[config.mk]
export PLATFORM = sky130hd
export DESIGN_NAME = wb_debug_master
export DESIGN_NICKNAME = d
export VERILOG_FILES = /design/src/rtl/wb_debug_defs.sv /design/src/rtl/wb_debug_master.sv
export SDC_FILE = /design/constraint.sdc
export NUM_CORES = 1
export LEC_CHECK = 0
export BUFFER_PORTS_ARGS = -buffer_cell sky130_fd_sc_hd__buf_2
export CAP_MARGIN = 20
export CORE_UTILIZATION = 30
export DETAILED_ROUTE_END_ITERATION = 16
export GPL_TIMING_DRIVEN = 1
export HOLD_SLACK_MARGIN = 0.08
export SLEW_MARGIN = 20
export SYNTH_ARGS = -nofsm -noshare
export SYNTH_HDL_FRONTEND = slang
export SYNTH_SLANG_ARGS = --single-unit
[constraint.sdc]
create_clock -name wb_clk_i -period 2.9 [get_ports wb_clk_i]
set_clock_uncertainty 0.2 [all_clocks]
set_input_delay 0.58 -clock wb_clk_i [delete_from_list [all_inputs] [get_ports wb_clk_i]]
set_output_delay 0.58 -clock wb_clk_i [all_outputs]
set_load 0.02 [all_outputs]
[src/rtl/wb_debug_defs.sv]
// rtl/wb_debug_defs.sv - shared state encodings and defaults for the Wishbone debug master
package wb_debug_defs;

    typedef enum logic [1:0] {
        IDLE = 2'd0,
        BUS  = 2'd1,
        RESP = 2'd2
    } wb_state_t;

    localparam int unsigned DEFAULT_TIMEOUT = 255;
    localparam int          CNT_W           = 16;
    localparam logic [31:0] ADR_WORD_MASK   = 32'hFFFF_FFFC;

endpackage

[src/rtl/wb_debug_master.sv]
// rtl/wb_debug_master.sv - single-outstanding command to Wishbone classic master with ack timeout
module wb_debug_master
    import wb_debug_defs::*;
#(
    parameter int unsigned TIMEOUT = DEFAULT_TIMEOUT
) (
    input  logic        wb_clk_i,
    input  logic        wb_rstn_i,
    input  logic        cmd_valid,
    output logic        cmd_ready,
    input  logic        cmd_we,
    input  logic [31:0] cmd_adr,
    input  logic [31:0] cmd_dat,
    input  logic [3:0]  cmd_sel,
    output logic        rsp_valid,
    input  logic        rsp_ready,
    output logic [31:0] rsp_dat,
    output logic        rsp_timeout,
    output logic        wbm_cyc_o,
    output logic        wbm_stb_o,
    output logic        wbm_we_o,
    output logic [31:0] wbm_adr_o,
    output logic [31:0] wbm_dat_o,
    output logic [3:0]  wbm_sel_o,
    input  logic        wbm_ack_i,
    input  logic [31:0] wbm_dat_i
);

    localparam logic [CNT_W-1:0] TIMEOUT_CNT = CNT_W'(TIMEOUT);

    wb_state_t        r_state;
    wb_state_t        w_state_nxt;
    logic [CNT_W-1:0] r_cnt;
    logic [CNT_W-1:0] w_cnt_nxt;
    logic [CNT_W-1:0] w_cnt_inc;
    logic             r_cmd_ready;
    logic             w_cmd_ready_nxt;
    logic             r_cyc;
    logic             w_cyc_nxt;
    logic             r_we;
    logic             w_we_nxt;
    logic [31:0]      r_adr;
    logic [31:0]      w_adr_nxt;
    logic [31:0]      r_dat;
    logic [31:0]      w_dat_nxt;
    logic [3:0]       r_sel;
    logic [3:0]       w_sel_nxt;
    logic             r_rsp_valid;
    logic             w_rsp_valid_nxt;
    logic [31:0]      r_rsp_dat;
    logic [31:0]      w_rsp_dat_nxt;
    logic             r_rsp_timeout;
    logic             w_rsp_timeout_nxt;

    // Wait counter saturates instead of wrapping
    assign w_cnt_inc = (r_cnt == {CNT_W{1'b1}}) ? r_cnt : r_cnt + 1'b1;

    // Next-state and next-output logic; ack is only looked at while in BUS
    always_comb begin
        w_state_nxt       = r_state;
        w_cnt_nxt         = r_cnt;
        w_cyc_nxt         = r_cyc;
        w_we_nxt          = r_we;
        w_adr_nxt         = r_adr;
        w_dat_nxt         = r_dat;
        w_sel_nxt         = r_sel;
        w_rsp_valid_nxt   = r_rsp_valid;
        w_rsp_dat_nxt     = r_rsp_dat;
        w_rsp_timeout_nxt = r_rsp_timeout;
        case (r_state)
            IDLE: begin
                if (cmd_valid && r_cmd_ready) begin
                    w_state_nxt = BUS;
                    w_cyc_nxt   = 1'b1;
                    w_we_nxt    = cmd_we;
                    w_adr_nxt   = cmd_adr & ADR_WORD_MASK;
                    w_dat_nxt   = cmd_dat;
                    w_sel_nxt   = cmd_sel;
                    w_cnt_nxt   = '0;
                end
            end
            BUS: begin
                if (wbm_ack_i) begin
                    // Ack wins even on the cycle the counter would expire
                    w_state_nxt       = RESP;
                    w_cyc_nxt         = 1'b0;
                    w_rsp_valid_nxt   = 1'b1;
                    w_rsp_dat_nxt     = r_we ? 32'd0 : wbm_dat_i;
                    w_rsp_timeout_nxt = 1'b0;
                end else if (w_cnt_inc >= TIMEOUT_CNT) begin
                    w_state_nxt       = RESP;
                    w_cnt_nxt         = w_cnt_inc;
                    w_cyc_nxt         = 1'b0;
                    w_rsp_valid_nxt   = 1'b1;
                    w_rsp_dat_nxt     = 32'd0;
                    w_rsp_timeout_nxt = 1'b1;
                end else begin
                    w_cnt_nxt = w_cnt_inc;
                end
            end
            RESP: begin
                if (rsp_ready) begin
                    w_state_nxt     = IDLE;
                    w_rsp_valid_nxt = 1'b0;
                end
            end
            default: begin
                w_state_nxt     = IDLE;
                w_cyc_nxt       = 1'b0;
                w_rsp_valid_nxt = 1'b0;
            end
        endcase
        w_cmd_ready_nxt = (w_state_nxt == IDLE);
    end

    // State and registered outputs; reset drops the bus cycle without waiting for a clock
    always_ff @(posedge wb_clk_i or negedge wb_rstn_i) begin
        if (!wb_rstn_i) begin
            r_state       <= IDLE;
            r_cnt         <= '0;
            r_cmd_ready   <= 1'b0;
            r_cyc         <= 1'b0;
            r_we          <= 1'b0;
            r_adr         <= 32'd0;
            r_dat         <= 32'd0;
            r_sel         <= 4'd0;
            r_rsp_valid   <= 1'b0;
            r_rsp_dat     <= 32'd0;
            r_rsp_timeout <= 1'b0;
        end else begin
            r_state       <= w_state_nxt;
            r_cnt         <= w_cnt_nxt;
            r_cmd_ready   <= w_cmd_ready_nxt;
            r_cyc         <= w_cyc_nxt;
            r_we          <= w_we_nxt;
            r_adr         <= w_adr_nxt;
            r_dat         <= w_dat_nxt;
            r_sel         <= w_sel_nxt;
            r_rsp_valid   <= w_rsp_valid_nxt;
            r_rsp_dat     <= w_rsp_dat_nxt;
            r_rsp_timeout <= w_rsp_timeout_nxt;
        end
    end

    assign cmd_ready   = r_cmd_ready;
    assign rsp_valid   = r_rsp_valid;
    assign rsp_dat     = r_rsp_dat;
    assign rsp_timeout = r_rsp_timeout;
    assign wbm_cyc_o   = r_cyc;
    assign wbm_stb_o   = r_cyc;
    assign wbm_we_o    = r_we;
    assign wbm_adr_o   = r_adr;
    assign wbm_dat_o   = r_dat;
    assign wbm_sel_o   = r_sel;

endmodule

---- Word level (Yosys, flattened, before mapping) ----
Index checks and enable logic that the tools add are counted.
word-level totals
  output and inout port bits .............. 106
  logic and storage cells ................. 53
  bits of input ports ..................... 106
  bits in registers ....................... 121
operators by class
  equal/unequal tests ..................... 7
  $lt $le $gt $ge ......................... 1
  $add $sub $neg .......................... 1
  mux-type cells .......................... 21
  reduce and logical (&&, ||, !) cells .... 10
  bitwise operators ....................... 2
operators by type and width
  operator               count
  $mux 32                3
  $mux 16                3
  $pmux 16 s2            1
  $add 16x1->16 const B  1
  $eq 16x16->1 const B   1
  $ge 16x8->1 const B    1
  $reduce_and 3->1       3
  $mux 2                 4
  $mux 1                 7
  $ne 2x2->1 const B     3
  $pmux 1 s3             2
  $pmux 2 s3             1
  $logic_not 2->1        2
  $reduce_and 2->1       2
  $reduce_bool 2->1      2
  $ne 3x3->1 const B     1
  $eq 2x1->1 const B     1
  $eq 2x2->1 const B     1
  $not 1->1              2
  $logic_and 1x1->1      1

---- Depth between registers and ports, before layout ----
  depth in word-level cells ............... 7
  gate-level depth with buffers ........... 9
  mapped depth without buffers ............ 7

---- Least setup slack after synthesis ----
Ideal clock, no wire load.
  path type ............................... reg2reg
  start ................................... register r_cnt[9]
  end ..................................... register r_rsp_valid, in the netlist rsp_valid
  buffers on the path ..................... 2
  setup slack ............................. 0.466 ns
  cell stages (with the launch flop) ...... 9
  library setup time ...................... 0.121 ns
  required time ........................... 2.579 ns
  arrival time ............................ 2.113 ns
  clock period less this slack ............ 2.434 ns
  cells stage by stage .................... dfrtp_1 buf_6 and4_4 buf_6 a2111oi_4 mux2i_1 o221a_4 o2111ai_4 a22o_1
on the way
  word-level cells in the longest chain between the ends .. 5
  elaborated cells on any way between the ends .. 6
  those cells by class .................... add/sub (1); order compare (1); eq/ne (2); mux (1); reduce/logical (1)
RTL lines
  element                                               RTL line                RTL
  from (decl)                                           wb_debug_master.sv:33   logic [CNT_W-1:0] r_cnt;
  from (signal assigned)                                wb_debug_master.sv:132  r_cnt <= w_cnt_nxt;
  $add 16x1->16 / $eq 16x16->1 (equally long branches)  wb_debug_master.sv:56   assign w_cnt_inc = (r_cnt == {CNT_W{1'b1}}) ? r_cnt : r_cnt + 1'b1;
  $mux 16 *                                             wb_debug_master.sv:56
  $ge 16x8->1 *                                         wb_debug_master.sv:90   end else if (w_cnt_inc >= TIMEOUT_CNT) begin
  $ne 3x3->1 (no source line) *                         -
  $reduce_and 3->1 (no source line) *                   -
  to (signal assigned)                                  wb_debug_master.sv:139  r_rsp_valid <= w_rsp_valid_nxt;
  to (decl)                                             wb_debug_master.sv:48   logic r_rsp_valid;
Every way passes the cells marked *; elsewhere a longest branch is shown, timed or not.
A chain may end at the register's enable or synchronous reset.

---- Final worst setup path ----
  start ................................... register r_cnt[0]
  end ..................................... register r_rsp_dat[19], in the netlist rsp_dat[19]
on the way
  word-level cells in the longest chain between the ends .. 5
  elaborated cells on any way between the ends .. 6
  those cells by class .................... add/sub (1); order compare (1); eq/ne (1); mux (1); reduce/logical (2)
RTL lines
  element                                               RTL line                RTL
  $add 16x1->16 / $eq 16x16->1 (equally long branches)  wb_debug_master.sv:56
  $mux 16 *                                             wb_debug_master.sv:56
  $ge 16x8->1 *                                         wb_debug_master.sv:90
  $reduce_bool 2->1 (no source line) *                  -
  $reduce_and 2->1 (no source line) *                   -
  to (signal assigned)                                  wb_debug_master.sv:140  r_rsp_dat <= w_rsp_dat_nxt;
  to (decl)                                             wb_debug_master.sv:50   logic [31:0] r_rsp_dat;
Marked as above.

==> results.sh <==
export IMPL_status="finished clean"
export IMPL_nNetsFinal=900
export IMPL_hold_start="cmd_dat[22]"
export IMPL_clk_pin_slew_ns=0.06
export IMPL_ys_ff_latch=121
export IMPL_num_vias=4702
export IMPL_r2r_end="rsp_dat[19]$_DFFE_PN0P_"
export IMPL_core_um2=18000
export IMPL_crit_fanout=32
export IMPL_fillers=1818
export IMPL_pin_count=212
export IMPL_layout_common_cells="217 x nand2_1, 206 x buf_2, 121 x dfrtp_1, 37 x inv_1, 32 x a22oi_1"
export IMPL_drt_iter0_markers=251
export IMPL_crit_path_start_kind="flop"
export IMPL_ant_nets=0
export IMPL_yosysWarnings=0
export IMPL_holdPathStages=3
export IMPL_r2r_slack_ns=0.22
export IMPL_wl_per_cell_um=13.4
export IMPL_max_freq_mhz=372
export IMPL_root_buffer="clkbuf_16"
export IMPL_cts_buffer_depth=2
export IMPL_mostFrequentLayoutCell="nand2_1"
export IMPL_regToRegStartpoint="r_cnt[0]$_DFFE_PN0P_"
export IMPL_gp_congestion=0.739
export IMPL_cts_tree="yes"
export IMPL_rsz0062_at_grt="no"
export IMPL_final_max_slew_viol_count=0
export IMPL_overflow=0
export IMPL_async_flop_share=1.00
export IMPL_worstMarginPinSlew_ns=0.749
export IMPL_grt_max_degree=122
export IMPL_min_to="wbm_dat_o[22]$_DFFE_PN0P_"
export IMPL_setup_violations=0
export IMPL_grt_usage=0.145
export IMPL_hold_path_class="primary input to flop"
export IMPL_die_height_um=138
export IMPL_yosysSeqAreaShare=0.547
export IMPL_synth_cell_types=51
export IMPL_dieArea_um2=19000
export IMPL_final_hold_viol_count=0
export IMPL_via_per_inst=4.54
export IMPL_cp_required_ns=3.03
export IMPL_num_rows=49
export IMPL_clk_latency_ns=0.41
export IMPL_setup_tns_final_ns=0
export IMPL_ctsHoldBuffers=0
export IMPL_syn_to_final_growth_pct=33.9
export IMPL_period_share=0.926
export IMPL_grt_pass1_vias=4323
export IMPL_htree_levels=4
export IMPL_p_leak_nw=3.93
export IMPL_synth_edff_count=0
export IMPL_postLayoutCoreUtil=0.412
export IMPL_total_power_mw=8.29
export IMPL_start_util=0.307
export IMPL_dpl_hpwl_mm=9.25
export IMPL_drc=0
export IMPL_antennaDiodeCount=0
export IMPL_port_buffers=207
export IMPL_crit_type="flop to flop"
export IMPL_cts_made_buffers=17
export IMPL_cap_violations=0
export IMPL_antenna_found_initial=0
export IMPL_power_density_nw_per_um2=1120
export IMPL_synth_avg_cell_area_um2=9.34
export IMPL_cts_setup_buffers=0
export IMPL_worstPathArrival_ns=2.81
export IMPL_clkSinkCount=121
export IMPL_ys_flop_type="dfrtp_1"
export IMPL_syn_area_um2=5540
export IMPL_cp_end_kind="flop"
export IMPL_routed_wl_mm=13.9
export IMPL_slew_headroom=0.501
export IMPL_post_cts_resized=0
export IMPL_min_period_ns=2.68
export IMPL_drive_gt1_frac=0.368
export IMPL_ir_drop_uv=522
export IMPL_drt_pass1_iterations=4
export IMPL_netlist_instances=593
export IMPL_fp_dieW_um=138
export IMPL_reg2reg_depth=8
export IMPL_grt_pass1_wl_mm=21.3
## synth_stat cells, types with 4 or more instances
cell type	n	area (um^2)
a21oi_1	6	30.0
nand4_1	6	37.5
inv_1	37	139
and3_1	7	43.8
nand3_1	8	40.0
clkbuf_1	24	90.1
nand2_1	217	815
buf_2	7	35.0
o21ai_0	19	95.1
a22o_1	4	35.0
dfrtp_1	121	3030
nor2_1	9	33.8
a31oi_1	5	31.3
a22oi_1	32	240
o21ai_2	30	263
## critical path, cell delays in order, from the launching register on
cell and delay (ns):
dfrtp_1 0.43, ha_1 0.26, nand3_1 0.17, a2111oi_4 0.46, mux2i_1 0.28, o221a_4 0.23, o2111ai_4 0.16, buf_12 0.23
o21ai_0 0.16
## state kept, by name, indices dropped and copies added, names as in the netlist
| name | cells |
|---|---|
| cmd_ready | 1 |
| r_cnt | 16 |
| r_state | 2 |
| rsp_dat | 32 |
| rsp_timeout | 1 |
| rsp_valid | 1 |
| wbm_adr_o | 30 |
| wbm_cyc_o | 1 |
| wbm_dat_o | 32 |
| wbm_sel_o | 4 |
| wbm_we_o | 1 |
## how the worst max path moves through the flow
stage	start	to	slack, ns	cells after the start
floorplan	r_cnt[9]$_DFFE_PN0P_	rsp_valid$_DFFE_PN0P_	0.47	8
global placement	r_cnt[0]$_DFFE_PN0P_	rsp_dat[19]$_DFFE_PN0P_	0.27	8
detailed placement	r_cnt[0]$_DFFE_PN0P_	rsp_dat[19]$_DFFE_PN0P_	0.25	8
CTS	r_cnt[0]$_DFFE_PN0P_	rsp_dat[19]$_DFFE_PN0P_	0.20	8
global route	r_cnt[0]$_DFFE_PN0P_	rsp_dat[19]$_DFFE_PN0P_	0.04	8
finish	r_cnt[0]$_DFFE_PN0P_	rsp_dat[19]$_DFFE_PN0P_	0.22	8
## cell type report
| type | instances | area [um^2] | share of cell area |
|---|---|---|---|
| sequential | 121 | 3030 | 0.408 |
| multi-input combinational | 396 | 2160 | 0.291 |
| timing repair buffer | 220 | 1190 | 0.160 |
| clock buffer | 18 | 429 | 0.0578 |
| tap | 229 | 287 | 0.0386 |
| clock inverter | 14 | 189 | 0.0255 |
| inverter | 37 | 139 | 0.0187 |
## through the flow
stage	area (um^2)	setup slack, ns	hold WS (ns)	instances
5_1_grt	7420	0.0444	0.136	1035
3_5_place_dp	6790	0.245	0.257	1002
2_1_floorplan	5540	0.466	0.0844	594
4_1_cts	7410	0.205	0.0860	1034
3_3_place_gp	6790	0.273	0.253	1002
6_report	7420	0.215	0.153	1035
## cells by family after synthesis
logic type / Yosys count / synth area share
XOR/XNOR: 3 / 0.00474
AO/OA/AOI/OAI: 115 / 0.163
AND/OR/NAND/NOR: 272 / 0.211
other: 1 / 0.000677
multiplexers: 3 / 0.00542
adder cells (fa/ha/maj): 1 / 0.00226
buffers and inverters: 77 / 0.0659
flip-flops: 121 / 0.547
## metal layers
| layer | vias to the layer above | part of all wire | global-route usage |
|---|---|---|---|
| li1 | 2367 | - | - |
| met1 | 2158 | 0.46 | 0.188 |
| met2 | 164 | 0.44 | 0.218 |
| met3 | 13 | 0.080 | 0.0504 |
| met4 | 0 | 0.014 | 0.0580 |
| met5 | - | 0 | 0 |
## where the power goes
group	switching [mW]	internal, mW	leakage (nW)
Combinational	2.12	1.17	2.18
Clock	0.846	1.38	0.296
Sequential	0.405	2.37	1.46
Power figures use the tool's default switching activity.
